==> src/rtl/dm_access_if.sv <==
//------------------------------------------------------------------------------
// dm_access_if : EX/MEM request, data-memory port, MEM/WB result and error record
// Revision     : 1.0
//------------------------------------------------------------------------------
`default_nettype none

interface dm_access_if #(
    parameter int AW = 11
);
    logic          req_valid;
    logic          req_rd;
    logic          req_wr;
    logic [1:0]    req_size;
    logic          req_uns;
    logic [31:0]   req_addr;
    logic [31:0]   req_wdata;
    logic [4:0]    req_dst;
    logic          stall;
    logic          flush;
    logic          err_clr;

    logic [AW-1:0] dm_addr;
    logic [31:0]   dm_wd;
    logic [3:0]    dm_be;
    logic [31:0]   dm_rd;

    logic          wb_valid;
    logic          wb_we;
    logic [4:0]    wb_dst;
    logic [31:0]   wb_data;
    logic          err_valid;
    logic [31:0]   err_addr;
    logic          err_store;

    modport slave (
        input  req_valid, req_rd, req_wr, req_size, req_uns, req_addr, req_wdata, req_dst,
        input  stall, flush, err_clr, dm_rd,
        output dm_addr, dm_wd, dm_be,
        output wb_valid, wb_we, wb_dst, wb_data, err_valid, err_addr, err_store
    );

    modport master (
        output req_valid, req_rd, req_wr, req_size, req_uns, req_addr, req_wdata, req_dst,
        output stall, flush, err_clr, dm_rd,
        input  dm_addr, dm_wd, dm_be,
        input  wb_valid, wb_we, wb_dst, wb_data, err_valid, err_addr, err_store
    );
endinterface

`default_nettype wire

==> src/rtl/dm_access_unit.sv <==
//------------------------------------------------------------------------------
// dm_access_unit : MEM-stage load/store unit with lane steering, load extension
//                  and a sticky misalignment record
// Revision       : 1.0
//------------------------------------------------------------------------------
`default_nettype none

module dm_access_unit #(
    parameter int ADDR_LSB = 2,
    parameter int ADDR_MSB = 12
) (
    input  wire logic   clk,
    input  wire logic   rst_n,
    dm_access_if.slave  bus
);
    localparam logic [1:0] C_SZ_BYTE = 2'b00;
    localparam logic [1:0] C_SZ_HALF = 2'b01;
    localparam logic [1:0] C_SZ_WORD = 2'b10;

    logic        w_legal, w_active, w_misal, w_go, w_st, w_ld;
    logic [3:0]  w_be;
    logic [31:0] w_wd, w_ext;
    logic [7:0]  w_byte;
    logic [15:0] w_half;

    logic        wb_valid_q, wb_valid_d, wb_we_q, wb_we_d;
    logic [4:0]  wb_dst_q, wb_dst_d;
    logic [31:0] wb_data_q, wb_data_d;
    logic        err_valid_q, err_valid_d, err_store_q, err_store_d;
    logic [31:0] err_addr_q, err_addr_d;

    wire w_unused_addr = &{1'b0, bus.req_addr[31:ADDR_MSB+1]};

    assign w_legal  = (bus.req_rd ^ bus.req_wr) && (bus.req_size != 2'b11);
    assign w_active = bus.req_valid && !bus.flush && !bus.stall && w_legal;
    assign w_misal  = ((bus.req_size == C_SZ_HALF) && bus.req_addr[0]) ||
                      ((bus.req_size == C_SZ_WORD) && (bus.req_addr[1:0] != 2'b00));
    assign w_go     = w_active && !w_misal;
    assign w_st     = w_go && bus.req_wr;
    assign w_ld     = w_go && bus.req_rd;

    assign bus.dm_addr = bus.req_addr[ADDR_MSB:ADDR_LSB];

    always_comb begin
        w_be = 4'b0000;
        w_wd = bus.req_wdata;
        if (w_st) begin
            case (bus.req_size)
                C_SZ_BYTE: begin
                    w_be = 4'b0001 << bus.req_addr[1:0];
                    w_wd = {4{bus.req_wdata[7:0]}};
                end
                C_SZ_HALF: begin
                    w_be = bus.req_addr[1] ? 4'b1100 : 4'b0011;
                    w_wd = {2{bus.req_wdata[15:0]}};
                end
                default: w_be = 4'b1111;
            endcase
        end
    end

    // Byte enables are gated by reset so no store can reach memory while held in reset.
    assign bus.dm_be = rst_n ? w_be : 4'b0000;
    assign bus.dm_wd = w_wd;

    assign w_byte = bus.dm_rd[{bus.req_addr[1:0], 3'b000} +: 8];
    assign w_half = bus.dm_rd[{bus.req_addr[1], 4'b0000} +: 16];

    always_comb begin
        case (bus.req_size)
            C_SZ_BYTE: w_ext = {{24{w_byte[7] & ~bus.req_uns}}, w_byte};
            C_SZ_HALF: w_ext = {{16{w_half[15] & ~bus.req_uns}}, w_half};
            default:   w_ext = bus.dm_rd;
        endcase
    end

    always_comb begin
        wb_valid_d  = wb_valid_q;
        wb_we_d     = wb_we_q;
        wb_dst_d    = wb_dst_q;
        wb_data_d   = wb_data_q;
        err_valid_d = err_valid_q;
        err_addr_d  = err_addr_q;
        err_store_d = err_store_q;
        if (!bus.stall) begin
            wb_valid_d = w_go;
            wb_we_d    = w_ld;
            if (w_ld) begin
                wb_dst_d  = bus.req_dst;
                wb_data_d = w_ext;
            end else if (w_st) begin
                wb_dst_d  = 5'd0;
                wb_data_d = 32'd0;
            end
            // A fresh capture takes priority over a simultaneous clear.
            if (w_active && w_misal && (!err_valid_q || bus.err_clr)) begin
                err_valid_d = 1'b1;
                err_addr_d  = bus.req_addr;
                err_store_d = bus.req_wr;
            end else if (bus.err_clr) begin
                err_valid_d = 1'b0;
                err_addr_d  = 32'd0;
                err_store_d = 1'b0;
            end
        end
    end

    always_ff @(posedge clk or negedge rst_n) begin
        if (!rst_n) begin
            wb_valid_q  <= 1'b0;
            wb_we_q     <= 1'b0;
            wb_dst_q    <= 5'd0;
            wb_data_q   <= 32'd0;
            err_valid_q <= 1'b0;
            err_addr_q  <= 32'd0;
            err_store_q <= 1'b0;
        end else begin
            wb_valid_q  <= wb_valid_d;
            wb_we_q     <= wb_we_d;
            wb_dst_q    <= wb_dst_d;
            wb_data_q   <= wb_data_d;
            err_valid_q <= err_valid_d;
            err_addr_q  <= err_addr_d;
            err_store_q <= err_store_d;
        end
    end

    assign bus.wb_valid  = wb_valid_q;
    assign bus.wb_we     = wb_we_q;
    assign bus.wb_dst    = wb_dst_q;
    assign bus.wb_data   = wb_data_q;
    assign bus.err_valid = err_valid_q;
    assign bus.err_addr  = err_addr_q;
    assign bus.err_store = err_store_q;

endmodule

`default_nettype wire

==> src/flat_wrapper.sv <==
// flat-port wrapper written by rule: the top's interface ports become plain ports
module dm_access_unit_flat 
#(
    parameter int ADDR_LSB = 2,
    parameter int ADDR_MSB = 12
)
  (clk, rst_n, bus_req_valid, bus_req_rd, bus_req_wr, bus_req_size, bus_req_uns, bus_req_addr, bus_req_wdata, bus_req_dst, bus_stall, bus_flush, bus_err_clr, bus_dm_rd, bus_dm_addr, bus_dm_wd, bus_dm_be, bus_wb_valid, bus_wb_we, bus_wb_dst, bus_wb_data, bus_err_valid, bus_err_addr, bus_err_store);
  dm_access_if bus_i ();
  input  wire logic clk;
  input  wire logic rst_n;
  input wire logic [$bits(bus_i.req_valid)-1:0] bus_req_valid;
  input wire logic [$bits(bus_i.req_rd)-1:0] bus_req_rd;
  input wire logic [$bits(bus_i.req_wr)-1:0] bus_req_wr;
  input wire logic [$bits(bus_i.req_size)-1:0] bus_req_size;
  input wire logic [$bits(bus_i.req_uns)-1:0] bus_req_uns;
  input wire logic [$bits(bus_i.req_addr)-1:0] bus_req_addr;
  input wire logic [$bits(bus_i.req_wdata)-1:0] bus_req_wdata;
  input wire logic [$bits(bus_i.req_dst)-1:0] bus_req_dst;
  input wire logic [$bits(bus_i.stall)-1:0] bus_stall;
  input wire logic [$bits(bus_i.flush)-1:0] bus_flush;
  input wire logic [$bits(bus_i.err_clr)-1:0] bus_err_clr;
  input wire logic [$bits(bus_i.dm_rd)-1:0] bus_dm_rd;
  output wire logic [$bits(bus_i.dm_addr)-1:0] bus_dm_addr;
  output wire logic [$bits(bus_i.dm_wd)-1:0] bus_dm_wd;
  output wire logic [$bits(bus_i.dm_be)-1:0] bus_dm_be;
  output wire logic [$bits(bus_i.wb_valid)-1:0] bus_wb_valid;
  output wire logic [$bits(bus_i.wb_we)-1:0] bus_wb_we;
  output wire logic [$bits(bus_i.wb_dst)-1:0] bus_wb_dst;
  output wire logic [$bits(bus_i.wb_data)-1:0] bus_wb_data;
  output wire logic [$bits(bus_i.err_valid)-1:0] bus_err_valid;
  output wire logic [$bits(bus_i.err_addr)-1:0] bus_err_addr;
  output wire logic [$bits(bus_i.err_store)-1:0] bus_err_store;
  assign bus_i.req_valid = bus_req_valid;
  assign bus_i.req_rd = bus_req_rd;
  assign bus_i.req_wr = bus_req_wr;
  assign bus_i.req_size = bus_req_size;
  assign bus_i.req_uns = bus_req_uns;
  assign bus_i.req_addr = bus_req_addr;
  assign bus_i.req_wdata = bus_req_wdata;
  assign bus_i.req_dst = bus_req_dst;
  assign bus_i.stall = bus_stall;
  assign bus_i.flush = bus_flush;
  assign bus_i.err_clr = bus_err_clr;
  assign bus_i.dm_rd = bus_dm_rd;
  assign bus_dm_addr = bus_i.dm_addr;
  assign bus_dm_wd = bus_i.dm_wd;
  assign bus_dm_be = bus_i.dm_be;
  assign bus_wb_valid = bus_i.wb_valid;
  assign bus_wb_we = bus_i.wb_we;
  assign bus_wb_dst = bus_i.wb_dst;
  assign bus_wb_data = bus_i.wb_data;
  assign bus_err_valid = bus_i.err_valid;
  assign bus_err_addr = bus_i.err_addr;
  assign bus_err_store = bus_i.err_store;
  dm_access_unit #(.ADDR_LSB(ADDR_LSB), .ADDR_MSB(ADDR_MSB)) u_core (.clk(clk), .rst_n(rst_n), .bus(bus_i));
endmodule
==> config.mk <==
export PLATFORM = sky130hd
export DESIGN_NAME = dm_access_unit_flat
export DESIGN_NICKNAME = d
export VERILOG_FILES = /design/src/rtl/dm_access_if.sv /design/src/rtl/dm_access_unit.sv /design/src/flat_wrapper.sv
export SDC_FILE = /design/constraint.sdc
export NUM_CORES = 1
export LEC_CHECK = 0
export CAP_MARGIN = 20
export CORE_MARGIN = 2
export CORE_UTILIZATION = 40
export CTS_BUF_LIST = sky130_fd_sc_hd__clkbuf_4 sky130_fd_sc_hd__clkbuf_8
export CTS_CLUSTER_SIZE = 28
export DETAILED_ROUTE_END_ITERATION = 16
export PLACE_DENSITY = 0.79
export SLEW_MARGIN = 10
export SYNTH_ARGS = -nofsm -noshare
export SYNTH_HDL_FRONTEND = slang
export SYNTH_SLANG_ARGS = --single-unit
==> constraint.sdc <==
create_clock -name clk -period 3.1 [get_ports clk]
set_clock_uncertainty 0.05 [all_clocks]
set_input_delay 0.62 -clock clk [delete_from_list [all_inputs] [get_ports clk]]
set_output_delay 0.62 -clock clk [all_outputs]
set_load 0.01 [all_outputs]
=== Word-level counts from Yosys, hierarchy flattened ===
Index checks and enable logic that the tools add are counted.

* Bits in registers: 73
* Input port bits: 112
* Output and inout bits: 120
* Word-level logic and storage cells: 57

* Eq/ne operators: 3
* Shift-type cells: 3
* Mux-type cells: 16
* Bitwise gates (word level): 5
* Reductions and logical operators: 23

{| class="wikitable"
|+ Operator list
! kind !! count
|-
| two-way mux 32 bit || 5
|-
| one-hot mux 32 bit (2 select lines) || 2
|-
| indexed part select 32 x 6 -> 16 bit || 1
|-
| indexed part select 32 x 6 -> 8 bit || 1
|-
| two-way mux 4 bit || 3
|-
| logical AND 1 bit || 11
|-
| two-way mux 5 bit || 2
|-
| one-hot mux 4 bit (2 select lines) || 1
|-
| nonzero test 2 bit || 3
|-
| zero test 1 bit || 4
|-
| AND reduction 2 bit || 2
|-
| left shift 1 x 2 -> 4 bit (first input constant) || 1
|-
| two-way mux 1 bit || 3
|-
| AND 1 bit || 2
|-
| equality test 2 x 1 -> 1 bit (second input constant) || 1
|-
| equality test 2 bit (second input constant) || 1
|-
| zero test 2 bit || 1
|-
| logical OR 1 bit || 2
|-
| inequality test 2 bit (second input constant) || 1
|-
| inverter 1 bit || 2
|-
| bitwise XOR 1 bit || 1
|}

=== Longest topological paths before layout ===
Gate-level depths: netlist of the first run.

* Depth in word-level cells: 8
* Depth in mapped cells: 7
* Depth with buffers taken out: 4

=== Worst setup path after synthesis of the first run ===
No wires, ideal clock.

* Path kind: input port to output port
* Start point: input port bus_stall
* End point: output port bus_dm_wd[20]
* Data arrival time: 2.056 ns
* Slack: 0.374 ns
* Stages on the path: 4
* Cells stage by stage: or3b_4 > a2111oi_4 > buf_6 > mux2_1

* Word-level cells in the longest chain between the ends: 6

{| class="wikitable"
|+ Ends and longest elaborated chain
! element !! line !! text
|-
| start, declared || flat_wrapper.sv:19 || <nowiki>input wire logic [$bits(bus_i.stall)-1:0] bus_stall;</nowiki>
|-
| zero test 1 bit || dm_access_unit.sv:35 || <nowiki>assign w_active = bus.req_valid && !bus.flush && !bus.stall && w_legal;</nowiki>
|-
| logical AND 1 bit (2 in a row) || dm_access_unit.sv:35 ||
|-
| logical AND 1 bit || dm_access_unit.sv:38 || <nowiki>assign w_go = w_active && !w_misal;</nowiki>
|-
| logical AND 1 bit || dm_access_unit.sv:39 || <nowiki>assign w_st = w_go && bus.req_wr;</nowiki>
|-
| two-way mux 32 bit || dm_access_unit.sv:47 || <nowiki>if (w_st) begin</nowiki>
|-
| end, declared || flat_wrapper.sv:24 || <nowiki>output wire logic [$bits(bus_i.dm_wd)-1:0] bus_dm_wd;</nowiki>
|}

Every way passes these cells.

=== Final worst setup path of the first run ===
* Start point: input port bus_req_valid
* End point: output port bus_dm_wd[17]

* Word-level cells in the longest chain between the ends: 6

{| class="wikitable"
|+ Ends and longest elaborated chain
! element !! line !! text
|-
| start, declared || flat_wrapper.sv:11 || <nowiki>input wire logic [$bits(bus_i.req_valid)-1:0] bus_req_valid;</nowiki>
|-
| logical AND 1 bit (3 in a row) || dm_access_unit.sv:35 ||
|-
| logical AND 1 bit || dm_access_unit.sv:38 ||
|-
| logical AND 1 bit || dm_access_unit.sv:39 ||
|-
| two-way mux 32 bit || dm_access_unit.sv:47 ||
|}

Every way passes these cells.

==> summary.txt, run 1 <==
Outcome
  • Status: completed

Routing
  • Routed WL per cell: between 15 and 20 um
  • Starting DRC count in detailed routing: about 520
  • Final wirelength: between 15,000 and 20,000 um
  • Drt drc: 0
  • First-pass iteration count of the detailed router: 5
  • Antenna-violating nets left: 0
  • DR vias/cell: 5.64
  • Vias: 4,719

Global routing
  • GRT Util Overall: roughly 25%
  • First-pass GRT wire length: between 20,000 and 25,000 um
  • Initial antenna violation count: 2
  • Vias in the first global route: between 4,000 and 5,000
  • GRT Residual Overflow: 0
  • Largest net degree at the start of global routing: 74

Clocking
  • H-tree Lvls: 3
  • Clock buffer count from CTS: 9
  • Clock Path Buffers: 2
  • CTS Sinks: between 70 and 80
  • CTS tree: built
  • Clock Latency Late Sink: 0.34 ns
  • Clock root buffer: clkbuf_8
  • Clk pin slew, worst setup/hold paths: approximately 0.070 ns

Floorplan
  • Die area: ~12,000 um2
  • Rows: 38
  • Die Y: between 100 and 150 um
  • Core area: roughly 11,000 um2
  • Initial Util: 40.8%
  • Top Ports: around 230
  • Die W: 109 um

Setup path
  • Arrival time at the worst endpoint: around 2.4 ns
  • Critical path data required time: approximately 2.4 ns
  • CP Launch Type: input port
  • Critical path's slowest cell: or3b_4
  • CP Capture Type: primary output
  • CP most frequent cell: buf_4
  • Largest delay share family, worst path: buffers and inverters
  • Crit Path Max Fanout: 6
  • CP Cell Sequence: clkdlybuf4s15_1, or3b_4, a2111oi_4, buf_4, buf_4, buf_12, mux2_2, buf_2
  • WS Path Type: in -> out
  • Worst Path Buf+Inv: 5
  • Biggest cell delay along the critical path: slightly above 0.4 ns

Finish
  • Commonest non-fill, non-tap cells in the layout: 194 x clkdlybuf4s50_1, 74 x nand2_1, 73 x dfrtp_1
  • Area grow syn2layout: 62.8%
  • Share of cells above drive strength 1: about 16%
  • Util after Layout: 66.4%
  • Net count, final: between 800 and 900
  • Commonest non-fill, non-tap cell in the layout: clkdlybuf4s50_1
  • # fillers: about 850

Logic synthesis
  • Yosys cell types: 42
  • Cell taking the most area after synthesis: dfrtp_1
  • Cell Area, Synth: 4380 um2
  • Sequential fraction of the synthesis area: about two fifths
  • Syn nets: 573
  • Syn Inst Count: 461
  • FF+latch count, synth: 73
  • Synth Area per Inst: approximately 9.5 um2
  • Async S/R FF share, synth: between 90% and 100%
  • YS warnings: 0
  • Post-synth EDFFs: 0
  • Top post-synthesis cells by area: dfrtp_1 42%, nand2_1 6.3%, mux2_2 5.4%
  • Synth top area share: 41.7%
  • Top FF cell, synth: dfrtp_1

Power and ir drop
  • Lkg Pwr: ~0.003 uW
  • Max VDD drop: between 0.2 and 0.3 mV
  • Power Total: 3130 uW
  • Power Dens Cells: about 440 nW/um2

Timing
  • Least-Margin Pin Slew: 1.15 ns
  • Fin crit share: between 90% and 100%
  • RSZ-0062 raised after global routing: false
  • Relative slew slack: a little under a quarter
  • Setup WS post-layout: roughly 0.066 ns
  • Pins Over Slew Limit: 0
  • Final worst path period need: 3.03 ns
  • Setup-failing EPs final: 0
  • Final Hold Violating Endpoints: 0
  • Max Fclk: around 0.33 GHz

Placement
  • Place WS: -0.543 ns
  • Routability cong.: between 0.9 and 1
  • IO Port Bufs: between 200 and 250
  • HPWL after detailed placement: 11,000 um

Job
  • Max Cap Viol: 0

Min path
  • Worst hold path type: reg -> reg
tightest hold or removal path, cell delays in order, from the launching register on:
cell and delay [ns]:
dfrtp_1 0.35, nand2_1 0.05, nand2_1 0.05
where the power goes:
part / internal [uW] / switching [uW] / leakage, uW / total [uW]
registers: 1130 / 130 / 0.000979 / 1260
clock network: 363 / 360 / 0.0000909 / 723
logic: 679 / 464 / 0.00199 / 1140
area by class of cell:
type / instances / area (um2) / share of cell area, %
well taps: 140 / 175 / 2.46
repair buffers: 280 / 2710 / 38.0
multi-input cells: 322 / 2220 / 31.1
flip-flops and latches: 73 / 1830 / 25.6
inverters: 4 / 15.0 / 0.211
diodes: 2 / 5.00 / 0.0702
clock buffers: 9 / 124 / 1.74
clock inverters: 6 / 60.1 / 0.842
final timing paths:
check	startpoint	endpoint	slack, ns	cells after the start
max	bus_req_valid	bus_dm_wd[17]	0.07	8
min	u_core.bus.wb_we$_DFFE_PN0N_	u_core.bus.wb_we$_DFFE_PN0N_	0.44	2
max reg2reg	u_core.bus.err_valid$_DFFE_PN0P_	u_core.bus.err_addr[30]$_DFFE_PN0P_	1.67	4
min reg2reg	u_core.bus.wb_we$_DFFE_PN0N_	u_core.bus.wb_we$_DFFE_PN0N_	0.44	2
max in group asynchronous	rst_n	u_core.bus.wb_data[19]$_DFFE_PN0P_	1.93	2
min in group asynchronous	rst_n	u_core.bus.wb_dst[2]$_DFFE_PN0P_	0.47	2
kinds of logic (layout without fill, tap and decap cells):
group	after synthesis	in the layout	synth area share, %
AOI/OAI and AO/OA	142	142	25.0
xor gates and xnor gates	2	2	0.400
buffers and inverters	66	299	8.20
DFF	73	73	41.7
muxes	35	35	9.00
other	0	2	0
and+or+nand+nor	143	143	15.7
Yosys cell counts, types with 4 or more instances:
cell,n
nand2_1,74
dfrtp_1,73
nand4_1,29
o211ai_1,27
a22o_1,24
buf_4,22
mux2_2,21
o21ai_0,21
clkbuf_1,20
buf_2,17
a21o_1,16
o2bb2ai_1,14
nor2_1,13
a21oi_1,12
mux2i_1,9
a221oi_1,7
a222oi_1,7
and3_1,7
a32oi_1,6
nand2b_1,5
nor2b_1,5
mux2_1,4
nand3_1,4
metal layers:
layer / routed length (um) / vias to the layer above / part of all wire (%) / global-route usage (%)
met1: 5840 / 2249 / 39 / 31.5
met2: 7570 / 263 / 50 / 43.3
met3: 1280 / 29 / 8.5 / 4.66
li1: - / 2178 / - / -
met5: 0 / - / 0 / 0
met4: 366 / 0 / 2.4 / 8.70
sequential cells by signal (all words and copies together) (netlist names):
| signal | cells |
|---|---|
| u_core.bus.wb_dst | 5 |
| u_core.bus.wb_valid | 1 |
| u_core.bus.wb_we | 1 |
| u_core.bus.err_addr | 32 |
| u_core.bus.err_valid | 1 |
| u_core.bus.err_store | 1 |
| u_core.bus.wb_data | 32 |
through the flow:
| step | cells | cell area [um2] | hold slack (ns) | setup TNS, ns |
|---|---|---|---|---|
| 2_1_floorplan | 461 | 4380 | 0.274 | 0 |
| 3_3_place_gp | 808 | 6840 | 0.422 | -13.39 |
| 3_5_place_dp | 808 | 6840 | 0.419 | -14.15 |
| 4_1_cts | 834 | 7100 | 0.438 | 0 |
| 5_1_grt | 836 | 7130 | 0.466 | 0 |
| 6_report | 836 | 7130 | 0.437 | 0 |
timing repair:
action | CTS | global route
hold endpoints to repair | 0 | 0
hold buffers | 0 | 0
gates cloned | 3 | 0
buffers inserted | 8 | 0
setup endpoints to repair | 28 | 15
gates resized for setup | 64 | 18
pin swaps | 2 | 2
Power figures use the tool's default switching activity.
==> run 2: changes to the inputs <==
--- a/config.mk
+++ b/config.mk
@@ -8,10 +8,11 @@
 export CAP_MARGIN = 20
 export CORE_MARGIN = 2
 export CORE_UTILIZATION = 40
-export CTS_BUF_LIST = sky130_fd_sc_hd__clkbuf_4 sky130_fd_sc_hd__clkbuf_8
+export CTS_BUF_LIST = sky130_fd_sc_hd__clkbuf_16
 export CTS_CLUSTER_SIZE = 28
 export DETAILED_ROUTE_END_ITERATION = 16
 export PLACE_DENSITY = 0.79
+export SKIP_LAST_GASP = 1
 export SLEW_MARGIN = 10
 export SYNTH_ARGS = -nofsm -noshare
 export SYNTH_HDL_FRONTEND = slang
==> run 2 against run 1 <==
Via count up 0.15%. Sequential power barely moved. Clock-buffer cell count unchanged. Highest routed layer unchanged. Clock power is 38% higher. Routed wire length rose by 1.0%. Setup slack worse by 0.042 ns. Die area is the same. Global-route usage is 0.25 points higher.
==> summary.txt, run 2 (same netlist as run 1, synthesis figures left out) <==
Global routing
  • First-pass GRT wire length: 23,400 um (+1.2%)
  • Vias in the first global route: 4,574 (+0.37%)
  • Largest net degree at the start of global routing: 74 (unchanged)
  • GRT Residual Overflow: 0 (unchanged)
  • Initial antenna violation count: 2 (unchanged)
  • GRT Util Overall: 25.3% (+0.25 points)

Timing
  • Final Hold Violating Endpoints: 0 (unchanged)
  • Final worst path period need: 3.08 ns (+0.0416 ns)
  • Setup WS post-layout: 0.0240 ns (-0.0416 ns)
  • Relative slew slack: 21.1% (-2.0 points)
  • RSZ-0062 raised after global routing: true
  • Max Fclk: 0.325 GHz (-1.4%)
  • Least-Margin Pin Slew: 1.18 ns (+0.0298 ns)
  • Fin crit share: 99.2% (+1.3 points)
  • Pins Over Slew Limit: 0 (unchanged)
  • Post-route setup TNS: 0 ns (unchanged)
  • Setup-failing EPs final: 0 (unchanged)

Clocking
  • CTS Sinks: 73 (unchanged)
  • Clock Path Buffers: 2 (unchanged)
  • Clock buffer count from CTS: 9 (unchanged)
  • Clock root buffer: clkbuf_16
  • Clk pin slew, worst setup/hold paths: 0.05 ns (-0.02 ns)
  • H-tree Lvls: 3 (unchanged)
  • Clock Latency Late Sink: 0.32 ns (-0.02 ns)
  • Hold_buf cts: 0 (unchanged)
  • CTS tree: built

Routing
  • First-pass iteration count of the detailed router: 5 (unchanged)
  • Antenna-violating nets left: 0 (unchanged)
  • Routed WL per cell: 18.1 um (+0.69%)
  • Drt drc: 0 (unchanged)
  • DR vias/cell: 5.63 (-0.21%)
  • Final wirelength: 15,200 um (+1.0%)
  • Vias: 4,726 (+0.15%)
  • Starting DRC count in detailed routing: 553 (+5.5%)

Placement
  • IO Port Bufs: 231 (unchanged)
  • HPWL after detailed placement: 11,000 um (unchanged)
  • Placed Cells: 808 (unchanged)
  • Place WS: -0.543 ns (unchanged)
  • Routability cong.: 0.913 (unchanged)

Finish
  • Commonest non-fill, non-tap cells in the layout: 196 x clkdlybuf4s50_1, 74 x nand2_1, 73 x dfrtp_1
  • # fillers: 838 (-1.1%)
  • Commonest non-fill, non-tap cell in the layout: clkdlybuf4s50_1
  • Area grow syn2layout: 65.3%
  • Non-Filler Instances: 839 (+0.36%)
  • Net count, final: 804 (+0.25%)
  • Share of cells above drive strength 1: 16.2% (+0.53 points)

Setup path
  • Arrival time at the worst endpoint: 2.41 ns (+0.05 ns)
  • WS Path Type: in -> out
  • Crit Path Max Fanout: 6 (unchanged)
  • CP Capture Type: primary output
  • Critical path data required time: 2.43 ns (about the same)
  • CP Launch Type: input port

Floorplan
  • Die Y: 109 um (unchanged)
  • Top Ports: 232 (unchanged)
  • Core area: 10,700 um2 (unchanged)
  • Rows: 38 (unchanged)
  • Die W: 109 um (unchanged)
  • Die area: 11,800 um2 (unchanged)
  • Initial Util: 40.8% (unchanged)

Power and ir drop
  • Logic pwr share: 33.6% (-2.9 points)
  • Lkg Pwr: 0.00308 uW (+0.96%)
  • Psw: 984 uW (+3.1%)
  • Clock Power Share: 29.4% (+6.3 points)
  • Seq pwr share: 37.1% (-3.3 points)
  • Max VDD drop: 0.229 mV (-13%)
  • Sw frac: 28.8% (-1.7 points)
  • Internal power: 2430 uW (+12%)
  • Power Dens Cells: 472 nW/um2 (+7.4%)

Min path
  • Worst hold path type: reg -> reg

Outcome
  • Status: completed

Job
  • Max Cap Viol: 0 (unchanged)
==> run 2: power groups by stage <==
stage          logic (uW)  clock network [uW]  registers, uW
2_1_floorplan         367                   0           1350
3_3_place_gp         1140                   0           1270
3_5_place_dp         1150                   0           1280
4_1_cts              1150                1020           1260
5_1_grt              1230                1070           1290
6_report             1150                1000           1270
==> run 2: metrics by stage <==
step / area (um2) / hold slack [ns] / utilization (%) / power [uW]
2_1_floorplan: 4380 / 0.274 / - / 1720
6_report: 7240 / 0.432 / 67.4 / 3410
4_1_cts: 7220 / 0.434 / 67.2 / 3430
5_1_grt: 7240 / 0.460 / 67.4 / 3590
3_3_place_gp: 6840 / 0.422 / 63.6 / 2410
3_5_place_dp: 6840 / 0.419 / 63.6 / 2430
==> run 2: worst paths after layout <==
path,startpoint,end,slack [ns],cells after the start
setup reg to reg,u_core.bus.err_valid$_DFFE_PN0P_,u_core.bus.err_addr[30]$_DFFE_PN0P_,1.66,4
hold / removal,u_core.bus.wb_we$_DFFE_PN0N_,u_core.bus.wb_we$_DFFE_PN0N_,0.43,2
max in group asynchronous,rst_n,u_core.bus.wb_data[3]$_DFFE_PN0P_,1.90,2
hold reg to reg,u_core.bus.wb_we$_DFFE_PN0N_,u_core.bus.wb_we$_DFFE_PN0N_,0.43,2
min in group asynchronous,rst_n,u_core.bus.wb_dst[2]$_DFFE_PN0P_,0.49,2
setup / recovery,bus_req_valid,bus_dm_wd[19],0.02,8
==> run 2: area by class of cell <==
class                      count  area, um2  area share (%)
tap                          140        175            2.42
sequential                    73       1830            25.2
antenna                        3       7.51           0.104
inverter                       4       15.0           0.207
timing repair buffer         282       2720            37.6
clock buffer                   9        225            3.11
clock inverter                 6       60.1           0.829
multi-input combinational    322       2210            30.5
==> run 2: metal layers <==
layer  GRT usage, %  share of wire [%]  wire length (um)
met1           32.3                 39              5950
met2           43.7                 51              7750
met3           3.59                7.6              1160
met4           9.43                2.3               346
met5              0                  0                 0
==> run 2: worst max-delay path, cell delays in order <==
cell	delay, ns
clkdlybuf4s15_1	0.22
or3b_4	0.41
a2111oi_4	0.29
buf_4	0.17
buf_4	0.12
buf_12	0.12
mux2_2	0.34
buf_6	0.12
==> run 2: what timing repair did <==
action,4_1_cts,5_1_grt
endpoints found under the setup margin,28,16
gates resized for setup,61,28
gates cloned,3,0
pin swaps,3,2
buffers inserted,8,1
==> run 3: changes to the inputs <==
--- a/config.mk
+++ b/config.mk
@@ -11,6 +11,7 @@
 export CTS_BUF_LIST = sky130_fd_sc_hd__clkbuf_16
 export CTS_CLUSTER_SIZE = 28
 export DETAILED_ROUTE_END_ITERATION = 16
+export MAX_ROUTING_LAYER = met4
 export PLACE_DENSITY = 0.79
 export SKIP_LAST_GASP = 1
 export SLEW_MARGIN = 10
==> run 3 against run 2 <==
Combinational power hardly changed. First-iteration DRC count is 2.5% lower. Sequential power hardly changed. Highest routed layer unchanged.
==> summary.txt, run 3 (same netlist as run 1, synthesis figures left out) <==
Outcome
  • Status: completed

Finish
  • Area grow syn2layout: 65.9%
  • Net count, final: 804 (unchanged)
  • Commonest non-fill, non-tap cell in the layout: clkdlybuf4s50_1
  • Share of cells above drive strength 1: 15.2% (-1.0 points)
  • Commonest non-fill, non-tap cells in the layout: 195 x clkdlybuf4s50_1, 74 x nand2_1, 73 x dfrtp_1
  • Util after Layout: 67.6% (+0.24 points)
  • # fillers: 840 (+0.24%)
  • Finished Cell Area: 7270 um2 (+0.36%)

Timing
  • Setup-failing EPs final: 0 (unchanged)
  • Pins Over Slew Limit: 0 (unchanged)
  • Least-Margin Pin Slew: 0.929 ns (-0.253 ns)
  • Final Hold Violating Endpoints: 0 (unchanged)
  • Fin crit share: 98.8% (-0.47 points)
  • Worst hold slack: 0.433 ns (+0.000686 ns)
  • RSZ-0062 raised after global routing: false
  • Final worst path period need: 3.06 ns (-0.0146 ns)
  • Relative slew slack: 38.1% (+17 points)
  • Setup WS post-layout: 0.0386 ns (+0.0146 ns)
  • Max Fclk: 0.327 GHz (+0.48%)

Clocking
  • H-tree Lvls: 3 (unchanged)
  • CTS Sinks: 73 (unchanged)
  • Clk pin slew, worst setup/hold paths: 0.05 ns (about the same)
  • CTS tree: built
  • Clock Path Buffers: 2 (unchanged)
  • Hold_buf cts: 0 (unchanged)
  • Clock root buffer: clkbuf_16
  • Clock buffer count from CTS: 9 (unchanged)
  • Clock Latency Late Sink: 0.33 ns (about the same)

Routing
  • Starting DRC count in detailed routing: 539 (-2.5%)
  • DR vias/cell: 5.67 (+0.61%)
  • Final wirelength: 15,400 um (+0.95%)
  • Antenna-violating nets left: 0 (unchanged)
  • First-pass iteration count of the detailed router: 8 (+3)
  • Vias: 4,755 (+0.61%)
  • Routed WL per cell: 18.3 um (+0.95%)
  • Drt drc: 0 (unchanged)

Global routing
  • Vias in the first global route: 4,649 (+1.6%)
  • GRT Residual Overflow: 0 (unchanged)
  • Largest net degree at the start of global routing: 74 (unchanged)
  • GRT Util Overall: 26.4% (+1.1 points)
  • First-pass GRT wire length: 23,700 um (+1.3%)
  • Initial antenna violation count: 2 (unchanged)

Floorplan
  • Die W: 109 um (unchanged)
  • Rows: 38 (unchanged)
  • Core area: 10,700 um2 (unchanged)
  • Top Ports: 232 (unchanged)
  • Die area: 11,800 um2 (unchanged)
  • Initial Util: 40.8% (unchanged)
  • Die Y: 109 um (unchanged)

Setup path
  • Critical path's slowest cell: or3b_4
  • Arrival time at the worst endpoint: 2.39 ns (-0.02 ns)
  • Flop2flop setup slack: 1.62 ns (-0.04 ns)
  • Critical path data required time: 2.43 ns (about the same)
  • CP Capture Type: primary output
  • CP Launch Type: input port
  • Reg2reg start: u_core.bus.err_valid$_DFFE_PN0P_
  • R2R depth: 4 (unchanged)
  • CP Cell Sequence: clkdlybuf4s15_1, or3b_4, a2111oi_4, buf_4, bufbuf_16, buf_4, a21oi_1, dlygate4sd2_1
  • Crit Reg-Reg Endpoint: u_core.bus.err_addr[30]$_DFFE_PN0P_
  • CP most frequent cell: buf_4
  • Biggest cell delay along the critical path: 0.43 ns (+0.02 ns)
  • Crit Path Max Fanout: 5 (-1)
  • WS Path Type: in -> out

Placement
  • Routability cong.: 0.935 (+2.4%)
  • Place WS: -0.562 ns (-0.0185 ns)
  • IO Port Bufs: 231 (unchanged)
  • Placed cell areas: 6840 um2 (unchanged)
  • HPWL after detailed placement: 11,100 um (+1.2%)

Min path
  • Hold Crit Depth: 2 (unchanged)
  • Hold wc startpoint: u_core.bus.wb_we$_DFFE_PN0N_
  • Worst Hold End: u_core.bus.wb_we$_DFFE_PN0N_
  • Worst hold path type: reg -> reg

Power and ir drop
  • Lkg Pwr: 0.00310 uW (+0.56%)
  • Max VDD drop: 0.220 mV (-4.1%)
  • Power Dens Cells: 482 nW/um2 (+2.2%)

Job
  • Max Cap Viol: 0 (unchanged)
-- run 3: power by group --
group / internal [uW] / switching, uW
Combinational: 679 / 472
Sequential: 1140 / 131
Clock: 695 / 389
Total: 2510 / 992
-- run 3: worst max path at each step --
stage / start / endpoint / slack (ns) / cells after the start
after global placement: bus_req_valid / bus_dm_wd[17] / -0.49 / 6
after detailed placement: bus_req_valid / bus_dm_wd[17] / -0.56 / 6
after global routing: bus_req_size[0] / bus_dm_wd[25] / 0.002 / 8
after CTS: bus_req_size[0] / bus_dm_wd[27] / 0.02 / 8
final: bus_stall / bus_dm_wd[27] / 0.04 / 8
after floorplan: bus_stall / bus_dm_wd[20] / 0.37 / 4
-- run 3: routing by layer --
layer / vias up / global-route usage (%) / routed length, um
li1: 2187 / - / -
met1: 2251 / 32.8 / 6060
met2: 273 / 42.9 / 7500
met3: 44 / 4.24 / 1200
met4: 0 / 11.4 / 592
met5: - / - / 0
-- run 3: cell type report --
cell class	count	area (um2)	share of cell area (%)
Clock buffer	9	225	3.10
Sequential cell	73	1830	25.1
Clock inverter	7	85.1	1.17
Multi-Input combinational cell	322	2210	30.4
Tap cell	140	175	2.41
Inverter	4	15.0	0.207
Timing Repair Buffer	282	2720	37.5
Antenna cell	2	5.00	0.0689
-- run 3: worst max-delay path: cells and delay by family --
| kind | cells | cell delay [ns] |
|---|---|---|
| AO/OA/AOI/OAI | 2 | 0.29 |
| AND/OR/NAND/NOR | 1 | 0.43 |
| buffers and inverters | 5 | 1.05 |
-- run 3: what timing repair did --
action,in CTS,in global routing
pin swaps,3,3
endpoints found under the hold margin,0,0
resized for setup,64,12
setup buffers,9,0
endpoints found under the setup margin,28,20
gates cloned,2,0
-- run 3: per-stage QoR --
step,instances,setup TNS [ns],total power [uW]
finish,839,0,3500
CTS,835,0,3520
global route,839,0,3670
global placement,808,-13.30,2410
detailed placement,808,-16.02,2440
floorplan,461,0,1720
